$ cat src/rtl/mem_port_arbiter.sv
// Arbitrates one shared 64-bit memory port between an instruction-fetch and a data requester.
// Data has priority unless it has been granted MAX_D_BURST times in a row while a fetch waited.
module mem_port_arbiter #(
  parameter int I_ADDR_BITS   = 6,
  parameter int D_ADDR_BITS   = 6,
  parameter int MEM_ADDR_BITS = 6,
  parameter int MAX_D_BURST   = 4
) (
  input  logic                     clk,
  input  logic                     rst_n,
  input  logic                     if_req,
  input  logic [I_ADDR_BITS-1:0]   if_addr,
  output logic                     if_ack,
  output logic [31:0]              if_rdata,
  input  logic                     d_req,
  input  logic                     d_we,
  input  logic [D_ADDR_BITS-1:0]   d_addr,
  input  logic [63:0]              d_wdata,
  output logic                     d_ack,
  output logic [63:0]              d_rdata,
  output logic                     mem_req,
  output logic                     mem_we,
  output logic [MEM_ADDR_BITS-1:0] mem_addr,
  output logic [63:0]              mem_wdata,
  input  logic [63:0]              mem_rdata,
  input  logic                     mem_ready,
  output logic                     busy
);

  localparam int SW = (MAX_D_BURST < 1) ? 1 : $clog2(MAX_D_BURST + 1);
  localparam logic [SW-1:0] STREAK_MAX = SW'(MAX_D_BURST);

  typedef enum logic [1:0] {
    IDLE   = 2'd0,
    BUSY_I = 2'd1,
    BUSY_D = 2'd2
  } state_t;

  state_t                   state_r, state_s;
  logic [SW-1:0]            streak_r, streak_s;
  logic                     fetch_hi_r, fetch_hi_s;
  logic                     mem_req_r, mem_req_s;
  logic                     mem_we_r, mem_we_s;
  logic [MEM_ADDR_BITS-1:0] mem_addr_r, mem_addr_s;
  logic [63:0]              mem_wdata_r, mem_wdata_s;
  logic                     if_ack_r, if_ack_s;
  logic                     d_ack_r, d_ack_s;
  logic [31:0]              if_rdata_r, if_rdata_s;
  logic [63:0]              d_rdata_r, d_rdata_s;
  logic                     busy_r, busy_s;

  // A requester being acked this cycle is still showing its old request, so it sits out one edge.
  logic i_elig_s, d_elig_s, fetch_win_s;
  assign i_elig_s    = if_req & ~if_ack_r;
  assign d_elig_s    = d_req & ~d_ack_r;
  assign fetch_win_s = i_elig_s & (~d_elig_s | (streak_r == STREAK_MAX));

  // Next-state, arbitration and next-output logic.
  always_comb begin
    state_s     = state_r;
    streak_s    = streak_r;
    fetch_hi_s  = fetch_hi_r;
    mem_req_s   = mem_req_r;
    mem_we_s    = mem_we_r;
    mem_addr_s  = mem_addr_r;
    mem_wdata_s = mem_wdata_r;
    if_rdata_s  = if_rdata_r;
    d_rdata_s   = d_rdata_r;
    if_ack_s    = 1'b0;
    d_ack_s     = 1'b0;
    case (state_r)
      IDLE: begin
        if (fetch_win_s) begin
          state_s     = BUSY_I;
          streak_s    = '0;
          fetch_hi_s  = if_addr[2];
          mem_req_s   = 1'b1;
          mem_we_s    = 1'b0;
          mem_addr_s  = MEM_ADDR_BITS'({{MEM_ADDR_BITS{1'b0}}, if_addr});
          mem_wdata_s = 64'd0;
        end else if (d_elig_s) begin
          state_s     = BUSY_D;
          mem_req_s   = 1'b1;
          mem_we_s    = d_we;
          mem_addr_s  = MEM_ADDR_BITS'({{MEM_ADDR_BITS{1'b0}}, d_addr});
          mem_wdata_s = d_wdata;
          if (if_req && (streak_r != STREAK_MAX)) begin
            streak_s = streak_r + SW'(1);
          end else begin
            streak_s = streak_r;
          end
        end else begin
          state_s = IDLE;
        end
      end
      BUSY_I: begin
        if (mem_ready) begin
          state_s    = IDLE;
          mem_req_s  = 1'b0;
          mem_we_s   = 1'b0;
          if_ack_s   = 1'b1;
          if_rdata_s = fetch_hi_r ? mem_rdata[63:32] : mem_rdata[31:0];
        end else begin
          state_s = BUSY_I;
        end
      end
      BUSY_D: begin
        if (mem_ready) begin
          state_s   = IDLE;
          mem_req_s = 1'b0;
          mem_we_s  = 1'b0;
          d_ack_s   = 1'b1;
          if (!mem_we_r) begin
            d_rdata_s = mem_rdata;
          end else begin
            d_rdata_s = d_rdata_r;
          end
        end else begin
          state_s = BUSY_D;
        end
      end
      default: begin
        state_s   = IDLE;
        mem_req_s = 1'b0;
        mem_we_s  = 1'b0;
      end
    endcase
    busy_s = (state_s != IDLE);
  end

  // State and registered-output flops.
  always_ff @(posedge clk or negedge rst_n) begin
    if (!rst_n) begin
      state_r     <= IDLE;
      streak_r    <= '0;
      fetch_hi_r  <= 1'b0;
      mem_req_r   <= 1'b0;
      mem_we_r    <= 1'b0;
      mem_addr_r  <= '0;
      mem_wdata_r <= 64'd0;
      if_ack_r    <= 1'b0;
      d_ack_r     <= 1'b0;
      if_rdata_r  <= 32'd0;
      d_rdata_r   <= 64'd0;
      busy_r      <= 1'b0;
    end else begin
      state_r     <= state_s;
      streak_r    <= streak_s;
      fetch_hi_r  <= fetch_hi_s;
      mem_req_r   <= mem_req_s;
      mem_we_r    <= mem_we_s;
      mem_addr_r  <= mem_addr_s;
      mem_wdata_r <= mem_wdata_s;
      if_ack_r    <= if_ack_s;
      d_ack_r     <= d_ack_s;
      if_rdata_r  <= if_rdata_s;
      d_rdata_r   <= d_rdata_s;
      busy_r      <= busy_s;
    end
  end

  assign mem_req   = mem_req_r;
  assign mem_we    = mem_we_r;
  assign mem_addr  = mem_addr_r;
  assign mem_wdata = mem_wdata_r;
  assign if_ack    = if_ack_r;
  assign d_ack     = d_ack_r;
  assign if_rdata  = if_rdata_r;
  assign d_rdata   = d_rdata_r;
  assign busy      = busy_r;

endmodule

$ cat config.mk
export PLATFORM = sky130hd
export DESIGN_NAME = mem_port_arbiter
export DESIGN_NICKNAME = d
export VERILOG_FILES = /design/src/rtl/mem_port_arbiter.sv
export SDC_FILE = /design/constraint.sdc
export NUM_CORES = 1
export LEC_CHECK = 0
export CAP_MARGIN = 20
export CORE_UTILIZATION = 46
export CTS_BUF_LIST = sky130_fd_sc_hd__clkbuf_4 sky130_fd_sc_hd__clkbuf_8
export DETAILED_ROUTE_END_ITERATION = 6
export GPL_ROUTABILITY_DRIVEN = 0
export HOLD_SLACK_MARGIN = 0.02
export MAX_ROUTING_LAYER = met4
export PLACE_DENSITY = 0.89
export REMOVE_ABC_BUFFERS = 1
export SLEW_MARGIN = 20
export SYNTH_ARGS = -nofsm -noshare
export SYNTH_HDL_FRONTEND = slang
export SYNTH_SLANG_ARGS = --single-unit
export TNS_END_PERCENT = 5
$ cat constraint.sdc
create_clock -name clk -period 2.4 [get_ports clk]
set_clock_uncertainty 0.05 [all_clocks]
set_input_delay 0.48 -clock clk [delete_from_list [all_inputs] [get_ports clk]]
set_output_delay 0.48 -clock clk [all_outputs]
set_load 0.05 [all_outputs]
==> results of run 1 <==
==> timing repair <==
action | CTS | global route
setup endpoints to repair | 0 | 0
hold endpoints to repair | 52 | 0
hold buffers | 1 | 0
==> cell families (layout without fill, tap and decap cells) <==
family | Yosys count | count (layout) | synth area share (%)
DFF | 177 | 177 | 63.0
AOI/OAI and AO/OA | 117 | 117 | 12.5
muxes | 105 | 105 | 16.2
and+or+nand+nor | 56 | 56 | 3.56
buffers and inverters | 38 | 366 | 3.72
adders and majority gates | 6 | 6 | 1.07
==> path summary, 6_finish.rpt <==
| path | start | to | slack, ns | cells past startpoint |
|---|---|---|---|---|
| worst max-delay path | if_rdata[23]$_DFFE_PN0P_ | if_rdata[23] | 0.17 | 1 |
| worst min-delay path | mem_wdata[41]$_DFFE_PN0P_ | mem_wdata[41]$_DFFE_PN0P_ | 0.46 | 1 |
| worst max register to register | state_r[0]$_DFF_PN0_ | d_rdata[57]$_DFFE_PN0P_ | 0.52 | 6 |
| worst min register to register | mem_wdata[41]$_DFFE_PN0P_ | mem_wdata[41]$_DFFE_PN0P_ | 0.46 | 1 |
| max in group asynchronous | rst_n | d_rdata[8]$_DFFE_PN0P_ | 1.04 | 3 |
| min in group asynchronous | rst_n | d_rdata[59]$_DFFE_PN0P_ | 0.53 | 2 |
==> area by class of cell <==
class                      count  area share (%)
clock buffer                  19            2.36
clock inverter                13            1.83
inverter                       5           0.173
multi-input combinational    284            21.6
sequential                   177            40.9
tap                          184            2.13
timing repair buffer         329            31.0
==> metrics by stage <==
stage	TNS, ns	cell area [sq um]	hold slack, ns	utilization, %
after global routing	0	10800	0.470	73.6
after detailed placement	0	10400	0.431	70.5
after floorplan	-15.23	6790	0.134	-
after global placement	0	10400	0.424	70.5
after CTS	0	10800	0.460	73.6
final	0	10800	0.457	73.6
==> sequential cells by signal (all words and copies together) (netlist names) <==
| register | cells |
|---|---|
| d_rdata | 64 |
| mem_wdata | 64 |
| if_rdata | 32 |
| mem_addr | 6 |
| streak_r | 3 |
| state_r | 2 |
| busy | 1 |
| d_ack | 1 |
| fetch_hi_r | 1 |
| if_ack | 1 |
| mem_req | 1 |
| mem_we | 1 |
==> power groups by stage <==
stage,Sequential (W),Combinational [W],Clock [W]
detailed placement,0.00527,0.0109,0
floorplan,0.00979,0.00236,0
finish,0.00524,0.0109,0.00230
global route,0.00540,0.0113,0.00249
global placement,0.00518,0.0107,0
CTS,0.00524,0.0110,0.00235
==> layer usage <==
metal	part of all wire [%]	wire length (microns)
met3	7.6	1550
met1	37	7570
met5	0	0
met4	4.0	824
met2	51	10500
==> cells in the mapped netlist, types with 3 or more instances <==
| master | count |
|---|---|
| buf_6 | 13 |
| a21oi_1 | 41 |
| mux2i_1 | 39 |
| buf_2 | 17 |
| nand2_2 | 3 |
| nor2_1 | 42 |
| mux2_2 | 65 |
| a22o_1 | 65 |
| dfrtp_1 | 177 |
| inv_1 | 5 |
| ha_1 | 6 |
==> impl_results.md, run 1 <==
- Outcome: complete, but fails checks
- Failing checks: DRC
- Fin crit period: between 2 and 2.5 ns
- Post-DP HPWL: roughly 15 mm
- Crit Path Category: reg -> out
- DRT iter0 DRCs: 301
- Slew Limit Fails: 0
- Sequential standard cell area: roughly 0.0044 sq mm
- Slowest stage delay, CP: 0.89 ns
- Row count: 44
- Met2 GRT Util: a little under half
- Logic gate share of total power: 59.2%
- Die Span Y: between 100 and 150 microns
- Number of port buffers: between 300 and 400
- Final setup fails: 0
- Total power divided by cell area: roughly 1700 mW/mm^2
- Final period util: roughly 93%
- Footprint of the multi-input gates: approximately 0.0023 sq mm
- Core area: about 0.015 sq mm
- CP delay by family, top: buffers and inverters
- CTS Buffer Depth: 2
- Antenna fix cells: 0
- Clock buffer count from CTS: 17
- Setup crit end kind: output pin
- Syn. warnings: 0
- Synth async-reset ratio: 100%
- Sequential-to-total area share from yosys stat: roughly 63%
- Largest cells by area after synthesis: dfrtp_1 63%, mux2_2 10%, a22o_1 8.1%
- Cell-internal power: between 0.009 and 0.01 W
- Drt drc: 22
- Vias in the first global route: 5,900
- Clk_lat worst skew: 0.44 ns
- H-tree depth: 4
- Final Hold Viols: 0
- Initial DRT Pass Iterations: 7
- Max stage delay cell, worst path: clkdlybuf4s50_1
- Static Leak: 4.70 nW
- Synthesized area: between 0.007 and 0.008 sq mm
- Clock share of power: around 13%
- Max_slew headroom: ~60%
- Layout Nets: slightly below 1,000
- CP Cell Sequence: clkdlybuf4s50_1
- Top cell type's share of synthesized area: between 60% and 70%
- Drt total wl: about 20 mm
- Global-route wire length before repair: between 30 and 40 mm
- Startpoint Class: flop
- Setup ws final: 0.170 ns
- I/O Pins: between 300 and 400
- P_sw: approximately 0.009 W
- Full die area: around 0.016 sq mm
- CTS sink cnt: 177
- Initial antenna violation count: 0
- Vias per inst: 5.39
- Unrepaired setup endpoints after global routing: false
- Post-CTS Repair Setup Buffers: 0
- Area Overhead vs Synth: 54.0%
- Yosys cell types: 32
- Routed len/inst: between 20 and 25 microns
- Max frequency: about 450 MHz
- Met1 usage: 29.9%
- CP max FO: 2
- Fill count: slightly below 900
- Flop pwr share: between 20% and 30%
- Inst Count DP: roughly 1,000
- Gate Count Post-Synth: roughly 500
- Pre-CTS worst setup slack: about 0.22 ns
- Leading cell type in the layout, fill and taps excluded: clkdlybuf4s50_1
- Non-Filler Instances: slightly above 1,000
- Post-synth EDFFs: 0
- Cell accounting for the most synthesized area: dfrtp_1
- Switching share of power: 48.5%
- Total gr overflow: 0
- Post-DRT Antenna Nets: 0
- Initial Util: roughly 48%
- Most used routing layer: met2
- Flop and latch count out of synthesis: around 180
- Hold Path Class: reg -> reg
- CTS resizes: 0
- Die X: approximately 130 microns
- Largest net degree at the start of global routing: 66
- CTS tree: done
- Max-cap violations: 0
- Layout cells sized above 1: 14.5%
- Measured slew at the worst slew-check pin: 0.622 ns
- Main flop type after synthesis: dfrtp_1
- Gr usage total: a little over a quarter
- CTS root buf: clkbuf_8
- Maximum vdd drop: 1.03 mV
- Worst EP required: between 1.5 and 2 ns
- Clock transition at path regs: 0.09 ns
- Met3 global-route usage: approximately 7%
- CP arrival: roughly 1.7 ns
- Syn_area_per_cell: ~14 sq um
- Via Count: around 5,500
- Most frequent cells in the layout: 315 x clkdlybuf4s50_1, 176 x dfrtp_1, 65 x a22o_1, 65 x mux2_2, 42 x nor2_1
- CP bufs+invs: 1
- Power, Total: roughly 0.018 W
Power figures use the tool's default switching activity.
==> run 2, diff against run 1 <==
Settings changed: CORE_ASPECT_RATIO set to 0.9.
==> impl_results.md, run 2 (synthesis results as in run 1) <==
- Initial Util: between 40 and 50%
- Routed len/inst: 18.9 microns
- Row count: 42
- Slew Limit Fails: 0
- CP delay by family, top: buffers and inverters
- Post-CTS Repair Setup Buffers: 0
- DP Area: roughly 0.010 sq mm
- Maximum vdd drop: between 1 and 1.5 mV
- Post-DP HPWL: approximately 14 mm
- Design Area, Final: about 0.011 sq mm
- DRT iter0 DRCs: about 230
- Leading cell type in the layout, fill and taps excluded: clkdlybuf4s50_1
- Max stage delay cell, worst path: clkdlybuf4s50_1
- Max_slew headroom: 58.0%
- Final Hold Viols: 0
- Area Overhead vs Synth: 54.4%
- Max frequency: between 400 and 500 MHz
- Number of port buffers: roughly 320
- Vias in the first global route: between 5,000 and 6,000
- Die Span Y: between 100 and 150 microns
- H-tree depth: 4
- Layout cells sized above 1: between 10 and 15%
- Core area: approximately 0.015 sq mm
- Clock buffer count from CTS: 17
- Startpoint Class: flop
- Cell-internal power: 0.00960 W
- CTS root buf: clkbuf_8
- CTS Buffer Depth: 2
- Global-route wire length before repair: approximately 30 mm
- CP Cell Sequence: clkdlybuf4s50_1
- Antenna fix cells: 0
- Final setup fails: 0
- Initial antenna violation count: 0
- Fin crit period: around 2.2 ns
- Drt total wl: around 19 mm
- Inst Count DP: about 990
- Largest net degree at the start of global routing: between 60 and 70
- Hold-fix buffers, CTS: 1
- Worst EP required: about 1.9 ns
- CTS tree: done
- CP arrival: approximately 1.7 ns
- Post-DRT Antenna Nets: 0
- Outcome: complete, no violations
- I/O Pins: 317
- Setup crit end kind: output pin
- Switching share of power: about half
- Most frequent cells in the layout: 315 x clkdlybuf4s50_1, 176 x dfrtp_1, 65 x a22o_1, 65 x mux2_2, 42 x nor2_1
- Final period util: just over 90%
- Non-Filler Instances: roughly 1,000
- Total power divided by cell area: between 1500 and 2000 mW/mm^2
- CTS sink cnt: ~180
- Unrepaired setup endpoints after global routing: false
- Die X: 132 microns
- CP max FO: 2
- Max-cap violations: 0
- Slowest stage delay, CP: 0.87 ns
- CP bufs+invs: 1
- Clock share of power: 13.0%
- Gr usage total: 25.8%
- Via Count: roughly 5,400
- P_sw: 0.00889 W
- Full die area: roughly 0.016 sq mm
- Static Leak: approximately 4.7 nW
- Flop pwr share: 28.0%
- Layout Nets: 967
- Measured slew at the worst slew-check pin: around 0.63 ns
- Hold Path Class: reg -> reg
- Logic gate share of total power: around 59%
- Drt drc: 0
- Crit Path Category: reg -> out
- Clock transition at path regs: about 0.10 ns
- Total gr overflow: 0
- Initial DRT Pass Iterations: 7
- Clk_lat worst skew: 0.43 ns
- Vias per inst: 5.24
- CTS resizes: 0
[run 2: changes by cell type in the layout (fill, tap and decap cells not counted), sizes merged]
cell	previous run	this run
buf	13	14
bufinv	4	5
inv	10	9
[run 2: per-stage QoR]
| stage | hold slack (ns) | util [%] | worst slack [ns] | power [W] | setup TNS (ns) |
|---|---|---|---|---|---|
| 6_report | 0.457 | 73.2 | 0.183 | 0.0185 | 0 |
| 5_1_grt | 0.475 | 73.2 | 0.117 | 0.0193 | 0 |
| 4_1_cts | 0.461 | 73.2 | 0.148 | 0.0186 | 0 |
| 3_5_place_dp | 0.428 | 69.9 | 0.275 | 0.0162 | 0 |
| 3_3_place_gp | 0.417 | 69.9 | 0.312 | 0.0158 | 0 |
| 2_1_floorplan | 0.134 | - | -0.235 | 0.0122 | -15.23 |
[run 2: layout make-up]
class	instances	area (sq um)
multi-input combinational	284	2340
tap	198	248
inverter	5	18.8
clock buffer	19	255
clock inverter	13	224
sequential	177	4430
timing repair buffer	330	3330
fill	954	3970
[run 2: metal layers]
metal / share of wire, % / global-route usage (%)
met2: 53 / 44.3
met4: 2.5 / 10.1
met5: 0 / -
met3: 6.7 / 6.60
met1: 38 / 28.9
[run 2: path summary, 6_finish.rpt]
kind                       slack (ns)  cells after the start                 startpoint                        end
max                              0.18                      1  mem_wdata[29]$_DFFE_PN0P_              mem_wdata[29]
min                              0.46                      1  mem_wdata[43]$_DFFE_PN0P_  mem_wdata[43]$_DFFE_PN0P_
max reg2reg                      0.55                      6       state_r[0]$_DFF_PN0_    d_rdata[40]$_DFFE_PN0P_
min reg2reg                      0.46                      1  mem_wdata[43]$_DFFE_PN0P_  mem_wdata[43]$_DFFE_PN0P_
max in group asynchronous        1.14                      3                      rst_n   mem_wdata[1]$_DFFE_PN0P_
min in group asynchronous        0.51                      2                      rst_n  mem_wdata[41]$_DFFE_PN0P_
[run 2: power groups by stage]
stage | logic, W | registers [W] | clock network (W)
after detailed placement | 0.0110 | 0.00519 | 0
after global routing | 0.0113 | 0.00531 | 0.00261
after floorplan | 0.00236 | 0.00979 | 0
final | 0.0109 | 0.00517 | 0.00241
after global placement | 0.0107 | 0.00510 | 0
after CTS | 0.0110 | 0.00517 | 0.00247
==> run 3, diff against run 2 <==
Clock period 2.4 ns to 2.8 ns, I/O delays scaled along.
==> impl_results.md, run 3 (synthesis results as in run 1) <==
- Post-DRT Antenna Nets: 0
- H-tree depth: 4
- Layout cells sized above 1: approximately 14%
- CTS tree: done
- CP bufs+invs: 1
- Leading cell type in the layout, fill and taps excluded: clkdlybuf4s50_1
- I/O Pins: between 300 and 400
- Drt total wl: roughly 19 mm
- Max frequency: 432 MHz
- Initial antenna violation count: 0
- Total gr overflow: 0
- Clock transition at path regs: about 0.09 ns
- Fin crit period: 2.31 ns
- Unrepaired setup endpoints after global routing: false
- Worst r2r src: state_r[0]$_DFF_PN0_
- Outcome: complete, no violations
- Setup_tns: 0 ns
- Clock buffer count from CTS: 17
- Logic gate share of total power: roughly 60%
- Largest net degree at the start of global routing: 66
- CP delay by family, top: buffers and inverters
- Gr usage total: 25.7%
- Global-route wire length before repair: 30.2 mm
- Static Leak: approximately 4.7 nW
- Die X: ~130 microns
- CTS resizes: 0
- Most frequent cells in the layout: 315 x clkdlybuf4s50_1, 176 x dfrtp_1, 65 x a22o_1, 65 x mux2_2, 42 x nor2_1
- Slowest stage delay, CP: between 0.8 and 0.9 ns
- Clock share of power: 11.5%
- DRT iter0 DRCs: between 200 and 250
- Max_slew headroom: 59.8%
- Slew Limit Fails: 0
- Number of port buffers: between 300 and 400
- Core area: between 0.01 and 0.015 sq mm
- CP max FO: 2
- Post-DP HPWL: between 10 and 15 mm
- Via Count: ~5,400
- Post-CTS Repair Setup Buffers: 0
- Hold Path Class: reg -> reg
- Maximum vdd drop: roughly 0.8 mV
- CTS root buf: clkbuf_8
- P_sw: 0.00759 W
- CP Cell Sequence: clkdlybuf4s50_1
- Cell-internal power: roughly 0.0080 W
- Max stage delay cell, worst path: clkdlybuf4s50_1
- Worst EP required: around 2.2 ns
- Worst hold start: mem_wdata[3]$_DFFE_PN0P_
- Total power divided by cell area: 1450 mW/mm^2
- CTS sink cnt: 177
- Initial DRT Pass Iterations: 4
- Setup crit end kind: output pin
- Area Overhead vs Synth: 53.0%
- Switching share of power: between 40% and 50%
- CP arrival: 1.70 ns
- Antenna fix cells: 0
- Drt drc: 0
- Capture point of the worst reg-to-reg path: d_rdata[42]$_DFFE_PN0P_
- Sequential standard cell area: about 0.0044 sq mm
- Final period util: 82.6%
- Measured slew at the worst slew-check pin: 0.601 ns
- Hold path depth: 1
- Startpoint Class: flop
- Crit Path Category: reg -> out
- Layout Nets: ~970
- Routed len/inst: 18.9 microns
- Footprint of the multi-input gates: around 0.0023 sq mm
- Final setup fails: 0
- Vias per inst: between 5 and 6
- Fill count: roughly 980
- Worst Hold End: mem_wdata[3]$_DFFE_PN0P_
- Full die area: about 0.016 sq mm
- Hold-fix buffers, CTS: 1
- Clk_lat worst skew: ~0.45 ns
- Vias in the first global route: slightly below 6,000
- Die Span Y: 119 microns
- Reg2Reg Depth: 6
- Flop pwr share: roughly 29%
- Initial Util: 47.4%
- Row count: between 40 and 50
- R2r setup slk: 0.93 ns
- Max-cap violations: 0
- CTS Buffer Depth: 2
- Final Hold Viols: 0
- Worst hold margin: about 0.46 ns
[run 3: area by class of cell]
type                       count  share of cell area (%)
timing repair buffer         328                    30.8
clock buffer                  21                    2.63
inverter                       5                   0.175
tap                          198                    2.30
multi-input combinational    284                    21.8
clock inverter                11                    1.19
sequential                   177                    41.2
[run 3: stage by stage]
step           util (%)  setup WS (ns)  area [sq um]  std cells  power (W)
6_report           72.6          0.488         10800       1024     0.0156
5_1_grt            72.6          0.427         10800       1024     0.0162
4_1_cts            72.6          0.454         10800       1024     0.0157
3_5_place_dp       69.7          0.559         10300        991     0.0138
3_3_place_gp       69.7          0.631         10300        991     0.0135
2_1_floorplan         -          0.165          6790        466     0.0104
[run 3: how the worst max path moves through the flow]
stage | startpoint | cells after the start | to
final | mem_wdata[47]$_DFFE_PN0P_ | 1 | mem_wdata[47]
after global placement | mem_ready | 5 | d_rdata[16]$_DFFE_PN0P_
after global routing | mem_wdata[47]$_DFFE_PN0P_ | 1 | mem_wdata[47]
after detailed placement | mem_ready | 5 | d_rdata[37]$_DFFE_PN0P_
after CTS | mem_wdata[47]$_DFFE_PN0P_ | 1 | mem_wdata[47]
after floorplan | d_ack$_DFF_PN0_ | 3 | mem_wdata[0]$_DFFE_PN0P_
[run 3: power by group through the flow]
stage | clock [W] | combinational (W) | sequential [W]
detailed placement | 0 | 0.00934 | 0.00450
global placement | 0 | 0.00912 | 0.00443
CTS | 0.00184 | 0.00936 | 0.00447
global route | 0.00194 | 0.00966 | 0.00461
floorplan | 0 | 0.00202 | 0.00839
finish | 0.00179 | 0.00930 | 0.00448
[run 3: layer usage]
| layer | up-vias | wire [microns] | global-route usage [%] |
|---|---|---|---|
| li1 | 2425 | - | - |
| met3 | 48 | 1220 | 6.39 |
| met2 | 249 | 10000 | 43.3 |
| met5 | - | 0 | - |
| met1 | 2654 | 7540 | 28.8 |
| met4 | 0 | 640 | 12.4 |
